--- src/rtl/pll_reconfig_ctrl.sv ---
// Avalon-MM sequencer that reprograms a Cyclone V reconfigurable PLL and waits for a filtered re-lock.
// Optional fractional K write is enabled by defining PLL_RECONFIG_FRAC_EN.
module pll_reconfig_ctrl #(
  parameter int NUM_C       = 1,
  parameter int LOCK_FILTER = 16,
  parameter int UNLOCK_WAIT = 256,
  parameter int TIMEOUT_CYC = 1048576
) (
  input  logic                 i_clk,
  input  logic                 i_rst,
  input  logic                 i_req,
  input  logic [17:0]          i_cfg_n,
  input  logic [17:0]          i_cfg_m,
  input  logic [18*NUM_C-1:0]  i_cfg_c,
  input  logic [31:0]          i_cfg_k,
  output logic                 o_busy,
  output logic                 o_done,
  output logic                 o_err,
  input  logic                 i_pll_locked,
  output logic [5:0]           o_mgmt_address,
  output logic                 o_mgmt_write,
  output logic [31:0]          o_mgmt_writedata,
  input  logic                 i_mgmt_waitrequest
);

  typedef enum logic [3:0] {
    ST_IDLE, ST_WR_MODE, ST_WR_N, ST_WR_M, ST_WR_C, ST_WR_K, ST_WR_START,
    ST_WAIT_UNLOCK, ST_WAIT_LOCK
  } state_t;

  localparam logic [15:0] LF      = 16'(LOCK_FILTER);
  localparam logic [15:0] UW_LAST = 16'(UNLOCK_WAIT - 1);
  // Compare against TIMEOUT_CYC-1 so the full 2^24 range fits the 24-bit counter.
  localparam logic [23:0] TO_LAST = 24'(TIMEOUT_CYC - 1);
  localparam logic [4:0]  C_LAST  = 5'(NUM_C - 1);

  state_t                  r_state;
  logic [17:0]             r_cfg_n, r_cfg_m;
  logic [NUM_C-1:0][17:0]  r_cfg_c;
  logic [4:0]              r_cidx;
  logic [15:0]             r_ucnt;
  logic [15:0]             r_filt;
  logic [23:0]             r_tcnt;

  logic [4:0]              w_cidx_nxt;
  logic [17:0]             w_c_sel;
  logic [15:0]             w_filt_nxt;
  logic [23:0]             w_tcnt_nxt;

`ifdef PLL_RECONFIG_FRAC_EN
  logic [31:0]             r_cfg_k;
`else
  logic                    w_unused_k;
  assign w_unused_k = ^i_cfg_k;
`endif

  assign w_cidx_nxt = r_cidx + 5'd1;
  assign w_filt_nxt = !i_pll_locked     ? 16'd0 :
                      (r_filt == 16'hFFFF) ? r_filt : r_filt + 16'd1;
  assign w_tcnt_nxt = (r_tcnt == 24'hFFFFFF) ? r_tcnt : r_tcnt + 24'd1;

  always_comb begin
    w_c_sel = r_cfg_c[0];
    for (int i = 0; i < NUM_C; i++)
      if (5'(i) == w_cidx_nxt) w_c_sel = r_cfg_c[i];
  end

  always_ff @(posedge i_clk) begin
    if (i_rst) begin
      r_state          <= ST_IDLE;
      o_busy           <= 1'b0;
      o_done           <= 1'b0;
      o_err            <= 1'b0;
      o_mgmt_write     <= 1'b0;
      o_mgmt_address   <= 6'd0;
      o_mgmt_writedata <= 32'd0;
      r_cfg_n          <= '0;
      r_cfg_m          <= '0;
      r_cfg_c          <= '0;
      r_cidx           <= '0;
      r_ucnt           <= '0;
      r_filt           <= '0;
      r_tcnt           <= '0;
`ifdef PLL_RECONFIG_FRAC_EN
      r_cfg_k          <= '0;
`endif
    end else begin
      o_done <= 1'b0;
      o_err  <= 1'b0;
      case (r_state)
        ST_IDLE: begin
          if (i_req) begin
            r_cfg_n          <= i_cfg_n;
            r_cfg_m          <= i_cfg_m;
            r_cfg_c          <= i_cfg_c;
`ifdef PLL_RECONFIG_FRAC_EN
            r_cfg_k          <= i_cfg_k;
`endif
            o_busy           <= 1'b1;
            o_mgmt_write     <= 1'b1;
            o_mgmt_address   <= 6'h00;
            o_mgmt_writedata <= 32'd0;
            r_state          <= ST_WR_MODE;
          end
        end
        ST_WR_MODE: if (!i_mgmt_waitrequest) begin
          o_mgmt_address   <= 6'h03;
          o_mgmt_writedata <= {14'd0, r_cfg_n};
          r_state          <= ST_WR_N;
        end
        ST_WR_N: if (!i_mgmt_waitrequest) begin
          o_mgmt_address   <= 6'h04;
          o_mgmt_writedata <= {14'd0, r_cfg_m};
          r_state          <= ST_WR_M;
        end
        ST_WR_M: if (!i_mgmt_waitrequest) begin
          r_cidx           <= 5'd0;
          o_mgmt_address   <= 6'h05;
          o_mgmt_writedata <= {9'd0, 5'd0, r_cfg_c[0]};
          r_state          <= ST_WR_C;
        end
        ST_WR_C: if (!i_mgmt_waitrequest) begin
          if (r_cidx == C_LAST) begin
`ifdef PLL_RECONFIG_FRAC_EN
            o_mgmt_address   <= 6'h07;
            o_mgmt_writedata <= r_cfg_k;
            r_state          <= ST_WR_K;
`else
            o_mgmt_address   <= 6'h02;
            o_mgmt_writedata <= 32'd1;
            r_state          <= ST_WR_START;
`endif
          end else begin
            r_cidx           <= w_cidx_nxt;
            o_mgmt_writedata <= {9'd0, w_cidx_nxt, w_c_sel};
          end
        end
        ST_WR_K: if (!i_mgmt_waitrequest) begin
          o_mgmt_address   <= 6'h02;
          o_mgmt_writedata <= 32'd1;
          r_state          <= ST_WR_START;
        end
        ST_WR_START: if (!i_mgmt_waitrequest) begin
          o_mgmt_write     <= 1'b0;
          o_mgmt_address   <= 6'h00;
          o_mgmt_writedata <= 32'd0;
          r_ucnt           <= 16'd0;
          r_state          <= ST_WAIT_UNLOCK;
        end
        ST_WAIT_UNLOCK: begin
          if (!i_pll_locked || r_ucnt == UW_LAST) begin
            r_filt  <= 16'd0;
            r_tcnt  <= 24'd0;
            r_state <= ST_WAIT_LOCK;
          end else begin
            r_ucnt  <= r_ucnt + 16'd1;
          end
        end
        ST_WAIT_LOCK: begin
          r_filt <= w_filt_nxt;
          r_tcnt <= w_tcnt_nxt;
          // Filter completion takes priority over a simultaneous timeout.
          if (w_filt_nxt == LF) begin
            o_done  <= 1'b1;
            o_busy  <= 1'b0;
            r_state <= ST_IDLE;
          end else if (r_tcnt == TO_LAST) begin
            o_err   <= 1'b1;
            o_busy  <= 1'b0;
            r_state <= ST_IDLE;
          end
        end
        default: r_state <= ST_IDLE;
      endcase
    end
  end

endmodule

--- config.mk ---
export PLATFORM = sky130hd
export DESIGN_NAME = pll_reconfig_ctrl
export DESIGN_NICKNAME = d
export VERILOG_FILES = /design/src/rtl/pll_reconfig_ctrl.sv
export SDC_FILE = /design/constraint.sdc
export NUM_CORES = 1
export LEC_CHECK = 0
export ABC_AREA = 1
export BUFFER_PORTS_ARGS = -buffer_cell sky130_fd_sc_hd__buf_2
export CAP_MARGIN = 40
export CORE_MARGIN = 5
export CORE_UTILIZATION = 35
export DETAILED_ROUTE_END_ITERATION = 10
export PLACE_DENSITY = 0.52
export SYNTH_ARGS = -nofsm -noshare
export SYNTH_HDL_FRONTEND = slang
export SYNTH_SLANG_ARGS = --single-unit
--- constraint.sdc ---
create_clock -name i_clk -period 2.7 [get_ports i_clk]
set_clock_uncertainty 0.15 [all_clocks]
set_input_delay 0.27 -clock i_clk [delete_from_list [all_inputs] [get_ports i_clk]]
set_output_delay 0.27 -clock i_clk [all_outputs]
set_load 0.01 [all_outputs]
Word level (Yosys, flattened, before mapping) --
Index checks and enable logic that the tools add are counted.
Word-level totals: flip-flop bits (word level) 161, output and inout bits 42, logic and storage cells 119
Operators by class: $add $sub $neg 4, equality and inequality tests 26, muxes and demuxes 52, bitwise operators 1, reductions and logical operators 22
Operator list (number):
- two-way mux 32 bit | 7
- one-hot mux 32 bit (7 select lines) | 1
- two-way mux 16 bit | 5
- one-hot mux 16 bit (2 select lines) | 2
- two-way mux 24 bit | 2
- two-way mux 6 bit | 8
- one-hot mux 24 bit (2 select lines) | 1
- two-way mux 4 bit | 11
- one-hot mux 6 bit (7 select lines) | 1
- one-hot mux 4 bit (9 select lines) | 1
- adder 16 x 1 -> 16 bit, second input constant | 2
- adder 24 x 1 -> 24 bit, second input constant | 1
- equality test 24 x 20 -> 1 bit, second input constant | 1
- equality test 24 bit, second input constant | 1
- != test 2 bit, second input constant | 12
- two-way mux 23 bit | 1
- equality test 16 bit, second input constant | 1
- equality test 16 x 5 -> 1 bit, second input constant | 1
- equality test 16 x 8 -> 1 bit, second input constant | 1
- equality test 4 x 3 -> 1 bit, second input constant | 4
- two-way mux 5 bit | 3
- AND reduction 3 bit | 4
- one-hot mux 5 bit (2 select lines) | 1
- AND reduction 10 bit | 1
- 20 further kinds | 32

Logic depth before layout (Yosys ltp) --
depth in word-level cells 6, gate-level depth with buffers 19

Least setup slack after synthesis --
Ideal clock, no wire load.
kind register -> register, start point register r_filt[0], end point register o_busy, setup time 0.132 ns, arrival 1.890 ns, path slack 0.528 ns, cell stages (with the launch flop) 20, path buffers 1, clock period less this slack 2.172 ns, cells stage by stage dfxtp_1 ha_1 inv_1 nor2_4 nand2_4 clkinv_4 nand2_4 buf_6 nand2_4 nand2_2 nand2_2 nand2_1 nor2_1 nand2_1 nor2_1 nand2_1 nand2_1 nand2_1 nand2_1 a21oi_1
Between the ends: longest elaborated chain between the ends 6, elaborated cells on any way between the ends 9, those cells by class 1 x add/sub; 3 x eq/ne; 4 x mux; 1 x reduce/logical
RTL lines:
- start: declaration | RTL line 42 | logic [15:0] r_filt;
- start signal: assignment | RTL line 160 | r_filt <= w_filt_nxt;
- adder 16 x 1 -> 16 bit / equality test 16 bit (equally long branches) | RTL line 59 | (r_filt == 16'hFFFF) ? r_filt : r_filt + 16'd1;
- two-way mux 16 bit * | RTL line 59
- two-way mux 16 bit * | RTL line 58 | assign w_filt_nxt = !i_pll_locked ? 16'd0 :
- equality test 16 x 5 -> 1 bit * | RTL line 163 | if (w_filt_nxt == LF) begin
- != test 3 bit (no source line) / two-way mux 1 bit (equally long branches)
- AND reduction 3 bit (no source line) / one-hot mux 1 bit (2 select lines) (equally long branches)
- end signal: assignment | RTL line 71 | o_busy <= 1'b0;
- end signal: assignment | RTL line 165 | o_busy <= 1'b0;
- end signal: assignment | RTL line 169 | o_busy <= 1'b0;
- end: declaration | RTL line 16 | output logic o_busy,
Every way passes the cells marked *; elsewhere a longest branch is shown, timed or not. A chain may end at the register's enable or synchronous reset.

Worst setup path after layout --
Same ends and word-level chain as after synthesis.

==> reports/results.tsv <==
metric	value	unit
place_inst	1408	
slew_viol_final	0	
row_count	53	
synth_area	0.00739	mm2
max-clock-path-buffers	2	
max-slew-margin-rel	0.453	
synthCells	1064	
numPortBuffers	88	
start_util	0.354	
ys_top_cells_by_area	dfxtp_1 40%, nand2_1 13%, a21oi_1 8.1%	
wl	21300	um
yosysWarnings	0	
outcome	finished clean	
detail-route-antenna-nets	0	
netlist.area_leader.share	0.404	
grt_pass1_vias	7048	
cts_sinks	149	
ios	133	
viasPerCell	4.95	
path_class	register to register	
cellPowerDensity	735	mW/mm2
post-route-min-period	2.38	ns
ys_ff_latch	149	
antenna_cells	0	
htree_levels	4	
die-area	0.0241	mm2
fin_setup_tns	0	ns
vdd_drop_max	0.000557	V
cts_tree	built	
worstPathMaxFanout	13	
final_util	0.441	
synth_most_common_cell	nand2_1	
fin_crit_sh	0.880	
p_leak	3.59	nW
drtIter0Drc	364	
dp_slack	0.289	ns
nFillCells	2193	
synth-edff-count	0	
hold_class	input pin to register	
place_hpwl	14900	um
core	0.0209	mm2
avgRoutedWirePerCell	14.3	um
area_delta_synth_final	24.6	%
synth_top_cell_by_area	dfxtp_1	
clock_latency	0.43	ns
grt_use_total	0.178	
overflow	0	
cts_root_buf	clkbuf_16	
synth_common_cells	249 x nand2_1, 149 x dfxtp_1, 119 x a21oi_1	
die_w	155	um
numCtsBuffers	17	
rsz0062_at_grt	false	
routed-via-count	7354	
start_kind	register	
syn_area_per_cell	6.94	um2
finalSetupViolCount	0	
end_kind	register	
max_freq	421	MHz
gp_congestion	0.851	
fin_ws	0.324	ns
fin_cells	1486	
required	2.84	ns
ys.flop_type	dfxtp_1	
finalHoldViolCount	0	
clk_pin_slew	0.07	ns
grt_max_degree	56	
async_flop_share	0	
synth-seq-area-share	0.404	
grt_pass1_wl	35300	um
dr.pass1.iters	5	
max_cap_violations	0	
drc_errors	0	
cp_data_arrival_time	2.52	ns
nets	1294	
antenna_found_initial	0	
layout-drive-gt1-share	0.157	
worst_pin_slew	0.820	ns
yosys.cell_types.count	47	
dieHeight	155	um
## repair_timing
action / in CTS / in global routing
hold buffers: 46 / 0
hold endpoints to repair: 46 / 0
setup buffers: 0 / 0
gates resized for setup: 0 / 3
endpoints found under the setup margin: 0 / 6
## registers in the layout (all words and copies together), names as in the netlist, 3 cells and up
register,cells
r_filt,16
r_tcnt,24
r_ucnt,16
r_cidx,5
r_cfg_c,18
r_state,4
r_cfg_n,18
o_mgmt_address,3
r_cfg_m,18
o_mgmt_writedata,23
## power by group
group / internal, mW / switching (mW)
Sequential: 2.49 / 0.140
Combinational: 0.532 / 1.18
Clock: 1.33 / 1.10
## kinds of logic (layout without fill, tap and decap cells)
kind of cell / after synthesis / count (layout) / synth area share
flip-flops: 149 / 149 / 0.404
buffers and inverters: 172 / 308 / 0.0979
AND/OR/NAND/NOR: 503 / 503 / 0.306
XOR/XNOR: 17 / 17 / 0.0202
other: 1 / 12 / 0.000508
AO/OA/AOI/OAI: 217 / 217 / 0.163
adder cells (fa/ha/maj): 5 / 5 / 0.00847
## cell usage in the layout (no fill, tap or decap), types with 8 or more instances in the layout
cell	synthesis	routed
a21oi_1	119	119
nand2_1	249	248
nor2_2	8	9
o221ai_1	12	12
buf_4	14	24
nor2_1	80	79
dfxtp_1	149	149
buf_2	6	88
o21ai_0	53	51
nor3_1	15	15
o22ai_1	12	12
dlygate4sd3_1	0	46
inv_2	8	8
nand2_2	7	8
nand4_1	27	27
clkbuf_16	0	17
nand3_1	85	85
inv_1	108	108
xor2_1	11	11
conb_1	1	12
## final cells by class
class / count / area (um2) / share of cell area
clock buffers: 17 / 425 / 0.0462
clock inverters: 15 / 186 / 0.0202
inverters: 118 / 453 / 0.0492
multi-input cells: 754 / 3730 / 0.406
flip-flops and latches: 149 / 2980 / 0.324
well taps: 275 / 344 / 0.0374
repair buffers: 158 / 1080 / 0.117
## critical path: stages, from the launching register on
cell and delay [ns]:
dfxtp_1 0.32, ha_1 0.27, inv_1 0.14, nor2_4 0.06, nand2_4 0.10, clkinv_4 0.07, nand2_4 0.17, o21ai_0 0.12
nand2_1 0.15, nand3_1 0.09, nor3_1 0.25, nand2_1 0.14, nand2_1 0.07, nand2_1 0.05, nand2_1 0.05, a21oi_1 0.05
## final timing paths
kind / slack (ns) / cells after the start / start / to
worst max-delay path: 0.32 / 15 / r_filt[0]$_SDFFE_PP0P_ / o_busy$_SDFFE_PP0P_
worst min-delay path: 0.01 / 3 / i_cfg_n[4] / r_cfg_n[4]$_SDFFE_PP0P_
worst max register to register: 0.32 / 15 / r_filt[0]$_SDFFE_PP0P_ / o_busy$_SDFFE_PP0P_
worst min register to register: 0.31 / 2 / r_cfg_c[6]$_SDFFE_PP0P_ / r_cfg_c[6]$_SDFFE_PP0P_
## layer usage
metal	wire, um	vias up	part of all wire	GRT usage
met1	10400	3378	0.49	0.244
met3	874	29	0.041	0.0345
met2	9590	143	0.45	0.284
met4	437	0	0.021	0.0550
met5	0	-	0	0
li1	-	3804	-	-
## through the flow
stage	total power, mW	hold slack (ns)	cell area (um2)
after global routing	7.19	0.0342	9210
after CTS	6.85	0.000174	9200
after floorplan	3.79	0.279	7430
after global placement	4.33	0.290	8130
after detailed placement	4.34	0.297	8130
final	6.77	0.0133	9210
Power figures use the tool's default switching activity.
